$ cat config.mk
export PLATFORM = sky130hd
export DESIGN_NAME = score_seg_display
export DESIGN_NICKNAME = d
export VERILOG_FILES = /design/src/rtl/score_disp_pkg.sv /design/src/rtl/bin2bcd_seq.sv /design/src/rtl/score_seg_display.sv
export SDC_FILE = /design/constraint.sdc
export NUM_CORES = 1
export LEC_CHECK = 0
export BUFFER_PORTS_ARGS = -buffer_cell sky130_fd_sc_hd__buf_2
export CAP_MARGIN = 20
export CORE_MARGIN = 3
export CORE_UTILIZATION = 35
export CTS_CLUSTER_SIZE = 28
export DETAILED_ROUTE_END_ITERATION = 7
export PLACE_DENSITY = 0.49
export RECOVER_POWER = 50
export SLEW_MARGIN = 20
export SYNTH_ARGS = -nofsm -noshare
export SYNTH_HDL_FRONTEND = slang
export SYNTH_HIERARCHICAL = 1
export SYNTH_SLANG_ARGS = --single-unit
$ cat constraint.sdc
create_clock -name clk -period 1.95 [get_ports clk]
set_input_delay 0.195 -clock clk [delete_from_list [all_inputs] [get_ports clk]]
set_output_delay 0.195 -clock clk [all_outputs]
set_load 0.05 [all_outputs]
$ cat src/rtl/score_disp_pkg.sv
// Shared encodings for the score display: game status, converter FSM states
// and active-low 7-segment glyphs (bit 0 = segment a ... bit 6 = segment g).
package score_disp_pkg;

    typedef enum logic [1:0] {
        ST_RESTART = 2'b00,
        ST_START   = 2'b01,
        ST_PLAY    = 2'b10,
        ST_DIE     = 2'b11
    } game_status_e;

    typedef enum logic [1:0] {
        IDLE   = 2'b00,
        SHIFT  = 2'b01,
        COMMIT = 2'b10
    } conv_state_e;

    localparam logic [6:0] SEG_0     = 7'h40;
    localparam logic [6:0] SEG_1     = 7'h79;
    localparam logic [6:0] SEG_2     = 7'h24;
    localparam logic [6:0] SEG_3     = 7'h30;
    localparam logic [6:0] SEG_4     = 7'h19;
    localparam logic [6:0] SEG_5     = 7'h12;
    localparam logic [6:0] SEG_6     = 7'h02;
    localparam logic [6:0] SEG_7     = 7'h78;
    localparam logic [6:0] SEG_8     = 7'h00;
    localparam logic [6:0] SEG_9     = 7'h10;
    localparam logic [6:0] SEG_DASH  = 7'h3F;
    localparam logic [6:0] SEG_P     = 7'h0C;
    localparam logic [6:0] SEG_D     = 7'h21;
    localparam logic [6:0] SEG_BLANK = 7'h7F;

    // BCD nibble to glyph; non-decimal codes render blank
    function automatic logic [6:0] seg_digit(input logic [3:0] d);
        case (d)
            4'd0:    return SEG_0;
            4'd1:    return SEG_1;
            4'd2:    return SEG_2;
            4'd3:    return SEG_3;
            4'd4:    return SEG_4;
            4'd5:    return SEG_5;
            4'd6:    return SEG_6;
            4'd7:    return SEG_7;
            4'd8:    return SEG_8;
            4'd9:    return SEG_9;
            default: return SEG_BLANK;
        endcase
    endfunction

endpackage

$ cat src/rtl/bin2bcd_seq.sv
// Sequential 8-bit binary to 3-digit BCD converter (double-dabble, one bit
// per cycle). done is high during the COMMIT cycle while the BCD outputs
// hold the finished result, so the parent can capture it on that edge.
module bin2bcd_seq
    import score_disp_pkg::*;
(
    input  logic       clk,
    input  logic       rst,
    input  logic       start,
    input  logic [7:0] value,
    output logic       busy,
    output logic       done,
    output logic [1:0] hund,
    output logic [3:0] tens,
    output logic [3:0] units
);

    conv_state_e state;
    logic [7:0]  sh;
    logic [2:0]  cnt;
    logic [3:0]  tens_adj, units_adj;

    assign done = (state == COMMIT);

    // Add-3 correction applied before each shift; hundreds never needs it
    always_comb begin
        tens_adj  = (tens  >= 4'd5) ? tens  + 4'd3 : tens;
        units_adj = (units >= 4'd5) ? units + 4'd3 : units;
    end

    // IDLE -> SHIFT x8 -> COMMIT; start is ignored unless idle
    always_ff @(posedge clk or negedge rst) begin
        if (!rst) begin
            state <= IDLE;
            busy  <= 1'b0;
            sh    <= '0;
            cnt   <= '0;
            hund  <= '0;
            tens  <= '0;
            units <= '0;
        end else begin
            case (state)
                IDLE: begin
                    if (start) begin
                        sh    <= value;
                        hund  <= '0;
                        tens  <= '0;
                        units <= '0;
                        cnt   <= '0;
                        busy  <= 1'b1;
                        state <= SHIFT;
                    end
                end
                SHIFT: begin
                    {hund, tens, units, sh} <= {hund[0], tens_adj, units_adj, sh, 1'b0};
                    cnt <= cnt + 3'd1;
                    if (cnt == 3'd7)
                        state <= COMMIT;
                end
                COMMIT: begin
                    busy  <= 1'b0;
                    state <= IDLE;
                end
                default: state <= IDLE;
            endcase
        end
    end

endmodule

$ cat src/rtl/score_seg_display.sv
// Four-digit multiplexed 7-segment display: three BCD score digits plus a
// game-status glyph on digit 3, blinking while the game is in DIE.
// Optional macro SCORE_LZB_EN enables leading-zero blanking of the score.
module score_seg_display
    import score_disp_pkg::*;
#(
    parameter int CLK_HZ      = 100_000_000,
    parameter int SCAN_HZ     = 1000,
    parameter int BLINK_TICKS = 128
) (
    input  logic       clk,
    input  logic       rst,
    input  logic [7:0] score,
    input  logic [1:0] game_status,
    output logic [6:0] seg,
    output logic [3:0] an,
    output logic       busy
);

    localparam int DIV = CLK_HZ / SCAN_HZ;
    localparam int PW  = (DIV > 1) ? $clog2(DIV) : 1;
    localparam int BW  = $clog2(BLINK_TICKS + 1);

    game_status_e gs;
    logic [7:0]   last_score;
    logic         conv_start, conv_done;
    logic [1:0]   bcd_h, disp_h;
    logic [3:0]   bcd_t, bcd_u, disp_t, disp_u;
    logic [PW-1:0] presc;
    logic [1:0]   dig;
    logic         tick;
    logic [BW-1:0] blink_cnt;
    logic         blink_on;
    logic [6:0]   glyph;

    assign gs         = game_status_e'(game_status);
    assign tick       = (presc == PW'(DIV - 1));
    // busy low means the converter is idle and can take a new value
    assign conv_start = (score != last_score) && !busy;

    bin2bcd_seq u_conv (
        .clk   (clk),
        .rst   (rst),
        .start (conv_start),
        .value (score),
        .busy  (busy),
        .done  (conv_done),
        .hund  (bcd_h),
        .tens  (bcd_t),
        .units (bcd_u)
    );

    // Track the value handed to the converter; capture results on COMMIT
    always_ff @(posedge clk or negedge rst) begin
        if (!rst) begin
            last_score <= '0;
            disp_h     <= '0;
            disp_t     <= '0;
            disp_u     <= '0;
        end else begin
            if (conv_start)
                last_score <= score;
            if (conv_done) begin
                disp_h <= bcd_h;
                disp_t <= bcd_t;
                disp_u <= bcd_u;
            end
        end
    end

    // Scan prescaler and digit index
    always_ff @(posedge clk or negedge rst) begin
        if (!rst) begin
            presc <= '0;
            dig   <= '0;
        end else if (tick) begin
            presc <= '0;
            dig   <= dig + 2'd1;
        end else begin
            presc <= presc + 1'b1;
        end
    end

    // Blink phase counts digit ticks in DIE; any other status forces "on"
    always_ff @(posedge clk or negedge rst) begin
        if (!rst) begin
            blink_cnt <= '0;
            blink_on  <= 1'b1;
        end else if (gs != ST_DIE) begin
            blink_cnt <= '0;
            blink_on  <= 1'b1;
        end else if (tick) begin
            if (blink_cnt == BW'(BLINK_TICKS - 1)) begin
                blink_cnt <= '0;
                blink_on  <= ~blink_on;
            end else begin
                blink_cnt <= blink_cnt + 1'b1;
            end
        end
    end

    // Glyph for the digit currently being scanned
    always_comb begin
        glyph = SEG_BLANK;
        case (dig)
            2'd0: glyph = seg_digit(disp_u);
`ifdef SCORE_LZB_EN
            2'd1: glyph = (disp_h == 2'd0 && disp_t == 4'd0) ? SEG_BLANK : seg_digit(disp_t);
            2'd2: glyph = (disp_h == 2'd0) ? SEG_BLANK : seg_digit({2'b00, disp_h});
`else
            2'd1: glyph = seg_digit(disp_t);
            2'd2: glyph = seg_digit({2'b00, disp_h});
`endif
            2'd3: begin
                case (gs)
                    ST_RESTART: glyph = SEG_DASH;
                    ST_START:   glyph = SEG_BLANK;
                    ST_PLAY:    glyph = SEG_P;
                    ST_DIE:     glyph = SEG_D;
                    default:    glyph = SEG_BLANK;
                endcase
            end
            default: glyph = SEG_BLANK;
        endcase
        if (gs == ST_DIE && !blink_on)
            glyph = SEG_BLANK;
    end

    // seg and an registered together so the enable and pattern never skew
    always_ff @(posedge clk or negedge rst) begin
        if (!rst) begin
            seg <= SEG_BLANK;
            an  <= 4'hF;
        end else begin
            seg <= glyph;
            an  <= ~(4'b0001 << dig);
        end
    end

endmodule

* After elaboration in Yosys (flattened, before gate mapping)
Memory sizes are Yosys's and may differ from the RTL's. Index checks and enable logic that the tools add are counted.
Word-level totals: bits of input ports 12, memories kept 2, word-level logic and storage cells 91, register bits after elaboration 81, ROM bits 224, output and inout bits 12
Memory list:
- (no name shown) | depth 16, bits a word 7, rd ports 1, clocked after Yosys merged registers in 0, write ports 0, line score_disp_pkg.sv:35 | case (d)
- (no name shown) | depth 16, bits a word 7, rd ports 1, clocked after Yosys merged registers in 0, write ports 0, line score_disp_pkg.sv:35
Cells by class: reduce and logical (&&, ||, !) cells 16, shift operators 1, add/sub/neg operators 6, bitwise logic cells 2, magnitude comparators 2, equality and inequality tests 18, muxes and demuxes 27
Operators with widths (count):
- case mux 7 bit (4 select lines) | 3
- two-way mux 8 bit | 4
- adder 17 x 1 -> 17 bit (second input constant) | 1
- == test 17 bit (second input constant) | 1
- two-way mux 17 bit | 1
- case mux 4 bit (2 select lines) | 2
- case mux 8 bit (2 select lines) | 1
- == test 2 bit (second input constant) | 7
- two-way mux 4 bit | 3
- adder 4 x 2 -> 4 bit (second input constant) | 2
- adder 8 x 1 -> 8 bit (second input constant) | 1
- == test 2 x 1 -> 1 bit (second input constant) | 4
- == test 8 x 7 -> 1 bit (second input constant) | 1
- greater-or-equal comparator 4 x 3 -> 1 bit (second input constant) | 2
- zero test 2 bit | 4
- != test 8 bit | 1
- case mux 2 bit (2 select lines) | 2
- AND reduction 2 bit | 4
- nonzero test 2 bit | 4
- two-way mux 7 bit | 1
- two-way mux 2 bit | 3
- case mux 3 bit (2 select lines) | 1
- two-way mux 1 bit | 4
- != test 2 bit (second input constant) | 2
- 11 further kinds | 13

* Longest topological paths before layout
depth after elaboration 4, mapped depth 7, gate-level depth less buffers 6

* Modules after synthesis
The synthesis kept the hierarchy.
Modules (own cells, without submodules):
- score_seg_display | instances 1, cells each 307, area each 3111.7 um2, seq. area each 1441.4 um2
- bin2bcd_seq | instances 1, cells each 121, area each 1285.0 um2, seq. area each 600.6 um2

* Worst setup path before layout
Ideal clock, no wire load.
path kind register -> register, from register presc[0], to register blink_cnt[0], setup slack 0.126 ns, arrival time 1.747 ns, library setup time 0.078 ns, stages on the path, launching flop included 6, path buffers 0, cells stage by stage dfrtp_1 > ha_1 > nor4b_1 > nand3_1 > or4_1 > a21oi_1
On the way: longest elaborated chain between the ends 2
RTL lines:
- start: declaration | line score_seg_display.sv:29 | logic [PW-1:0] presc;
- start signal: assignment | line score_seg_display.sv:80 | presc <= presc + 1'b1;
- == test 17 bit | line score_seg_display.sv:37 | assign tick = (presc == PW'(DIV - 1));
- nonzero test 2 bit (no source line)
- end signal: assignment | line score_seg_display.sv:97 | blink_cnt <= blink_cnt + 1'b1;
- end: declaration | line score_seg_display.sv:32 | logic [BW-1:0] blink_cnt;
No other way between the ends. A chain may end at the register's enable or synchronous reset.

* Worst setup path in the final report
from register presc[11], to register blink_cnt[6]
Same word-level chain as after synthesis.

==> impl_metrics.toml <==
[finish]
nNetsFinal = 508
drive_gt1_frac = 0.220
final_area_um2 = 5130
diodes = 0
area_growth_pct = 16.7
final_cells = 645

[run_status]
status = "finished, final reports clean"

[route]
dr.pass1.iters = 5
drtAntennaViolNets = 0
drt_iter0_markers = 176
wl_met1_um = 4280
viasPerCell = 4.95
routedWlPerCell_um = 13.5
top_layer = "met4"
wl_met3_um = 308
vias = 3191
wirelength_um = 8690
drc = 0
wl_met2_um = 4010

[setup_path]
end_kind = "register"
crit_required_ps = 2200
critical_path_arrival_ps = 2100
start_kind = "register"
path_class = "register to register"
path_max_fanout = 13

[logic_synthesis]
synth_top_area_share = 0.393
synthArstFlopShare = 1.00
yosysMostFrequentCell = "dfrtp_1"
synth.area.top_cells = "dfrtp_1 39%, dfstp_2 7.2%, ha_1 6.8%"
synthTopCellsByCount = "69 x dfrtp_1, 34 x o21ai_0, 33 x nand2_1, 31 x inv_1, 24 x ha_1"
netlist_area_um2 = 4400
ys_ff_latch = 81
synth_area_per_cell_um2 = 10.3
yosysSeqAreaShare = 0.464
synth_edf_count = 0
yosysWarnings = 6
yosys.area.top_type = "dfrtp_1"
ys.flop_type = "dfrtp_1"
synth.distinct_cells = 60
synth_fp_nets = 464
synthCells = 428

[placed_design]
dpl_cell_area_um2 = 4810
detailed_place_hpwl_um = 6200
place_inst = 628
gp_congestion = 0.816
numPortBuffers = 23

[timing]
hold_viol_final = 0
worstMarginPinSlew_ps = 872
rsz0062_at_grt = "true"
max_freq_ghz = 0.541
finalSetupViolations = 0
finalClockSkew_ps = 6.54
slew_headroom = 0.419
hold_slack_ps = 137
slew_violations = 0
period_share = 0.948
fin_crit_ps = 1850

[floorplan]
fp.dieArea_um2 = 13900
fp.dieW_um = 118
io_pins = 24
core_area_um2 = 12200
start_util = 0.362
chipHeight_um = 118
row_count = 40

[clocking]
tritoncts = "built"
clk_pin_slew_ps = 60
worstSkewPairLatency_ps = 340
cts-root-buf = "clkbuf_16"
post_cts.repair.setup_buffers = 0
cts_buffers = 9
cts_htree_levels = 3
clk_path_buf_depth = 2
cts.sinks = 81

[pwr]
peakVddDrop_uv = 707
leakagePower_nw = 2.26
powerDensity_nw_per_um2 = 1320

[global_route]
globalRouteTotalUtil = 0.132
grt_antenna_before_repair = 0
grt_overflow_total = 0
grt_pass1_wl_um = 15100
first_global_vias = 3121
grt_max_degree = 49

[flow_run]
cap_violations = 0

[hold_path]
hp-class = "input port to register"
==> power by group <==
part / internal (mW) / leakage (nW) / switching [mW]
Combinational: 1.07 / 1.11 / 1.40
Sequential: 2.20 / 1.01 / 0.411
Clock: 1.02 / 0.144 / 0.648
==> logic make-up (layout without fill, tap and decap cells) <==
group | Yosys count | after routing | share of synthesized area
compound gates | 99 | 99 | 0.151
xor+xnor | 25 | 25 | 0.0498
fa+ha+maj | 24 | 24 | 0.0683
buf+inv | 45 | 94 | 0.0501
flops | 81 | 81 | 0.464
mux | 23 | 23 | 0.0561
simple gates | 131 | 131 | 0.160
==> layer usage <==
layer	vias to the layer above	GRT usage
li1	1597	-
met1	1541	0.175
met2	46	0.208
met3	7	0.0442
met4	0	0.0359
met5	-	0
==> through the flow <==
| step | setup slack, ps | power (mW) | setup TNS [ps] | utilization |
|---|---|---|---|---|
| after floorplan | 126 | 4.63 | 0 | - |
| after CTS | 56.3 | 6.84 | 0 | 0.420 |
| after global routing | -2.71 | 7.27 | -2.71 | 0.422 |
| after detailed placement | 75.4 | 5.13 | 0 | 0.395 |
| final | 102 | 6.75 | 0 | 0.422 |
| after global placement | 80.0 | 5.07 | 0 | 0.395 |
==> registers in the layout, summed over array words and instances, names as in the netlist <==
register      count
an                4
last_score        8
u_conv/cnt        3
u_conv/state      2
presc            17
u_conv/units      4
disp_t            4
blink_on          1
u_conv/tens       4
seg               7
disp_h            2
u_conv/busy       1
u_conv/hund       2
u_conv/sh         8
blink_cnt         8
dig               2
disp_u            4
==> path summary, 6_finish.rpt <==
kind                       cells after the start  slack (ps)              end         start
setup / recovery                               4         100     blink_cnt[6]     presc[11]
hold / removal                                 2         140    last_score[6]      score[6]
setup reg to reg                               4         100     blink_cnt[6]     presc[11]
hold reg to reg                                1         480  u_conv/units[0]  u_conv/sh[7]
max in group asynchronous                      3         690         presc[5]           rst
min in group asynchronous                      2         520        disp_u[0]           rst
==> repair_timing <==
action                                  in CTS  in global routing
hold buffers                                 1                  0
resized for setup                            0                  5
endpoints found under the setup margin       0                  8
hold endpoints to repair                    21                  0
==> layout by cell type (no fill, tap or decap), types with 17 or more instances in the layout <==
cell	count
o21ai_0	34
dfrtp_1	69
inv_1	31
buf_4	22
ha_1	24
nand3_1	17
nand2_1	33
a21oi_1	17
buf_2	22
nor2_1	19
==> worst max-delay path, cell delays in order (launching register included) <==
cell	delay, ps
dfrtp_1	400
nand2b_1	160
or4_4	520
or4_1	540
a21oi_1	150
==> final cells by class <==
cell class | count | area [µm²]
tap | 168 | 210
clock inverter | 3 | 40.0
multi-input combinational | 302 | 2160
clock buffer | 13 | 250
fill | 1190 | 7030
sequential | 81 | 2040
timing repair buffer | 47 | 310
inverter | 31 | 116
No activity file was read; power rests on OpenSTA's default activity.
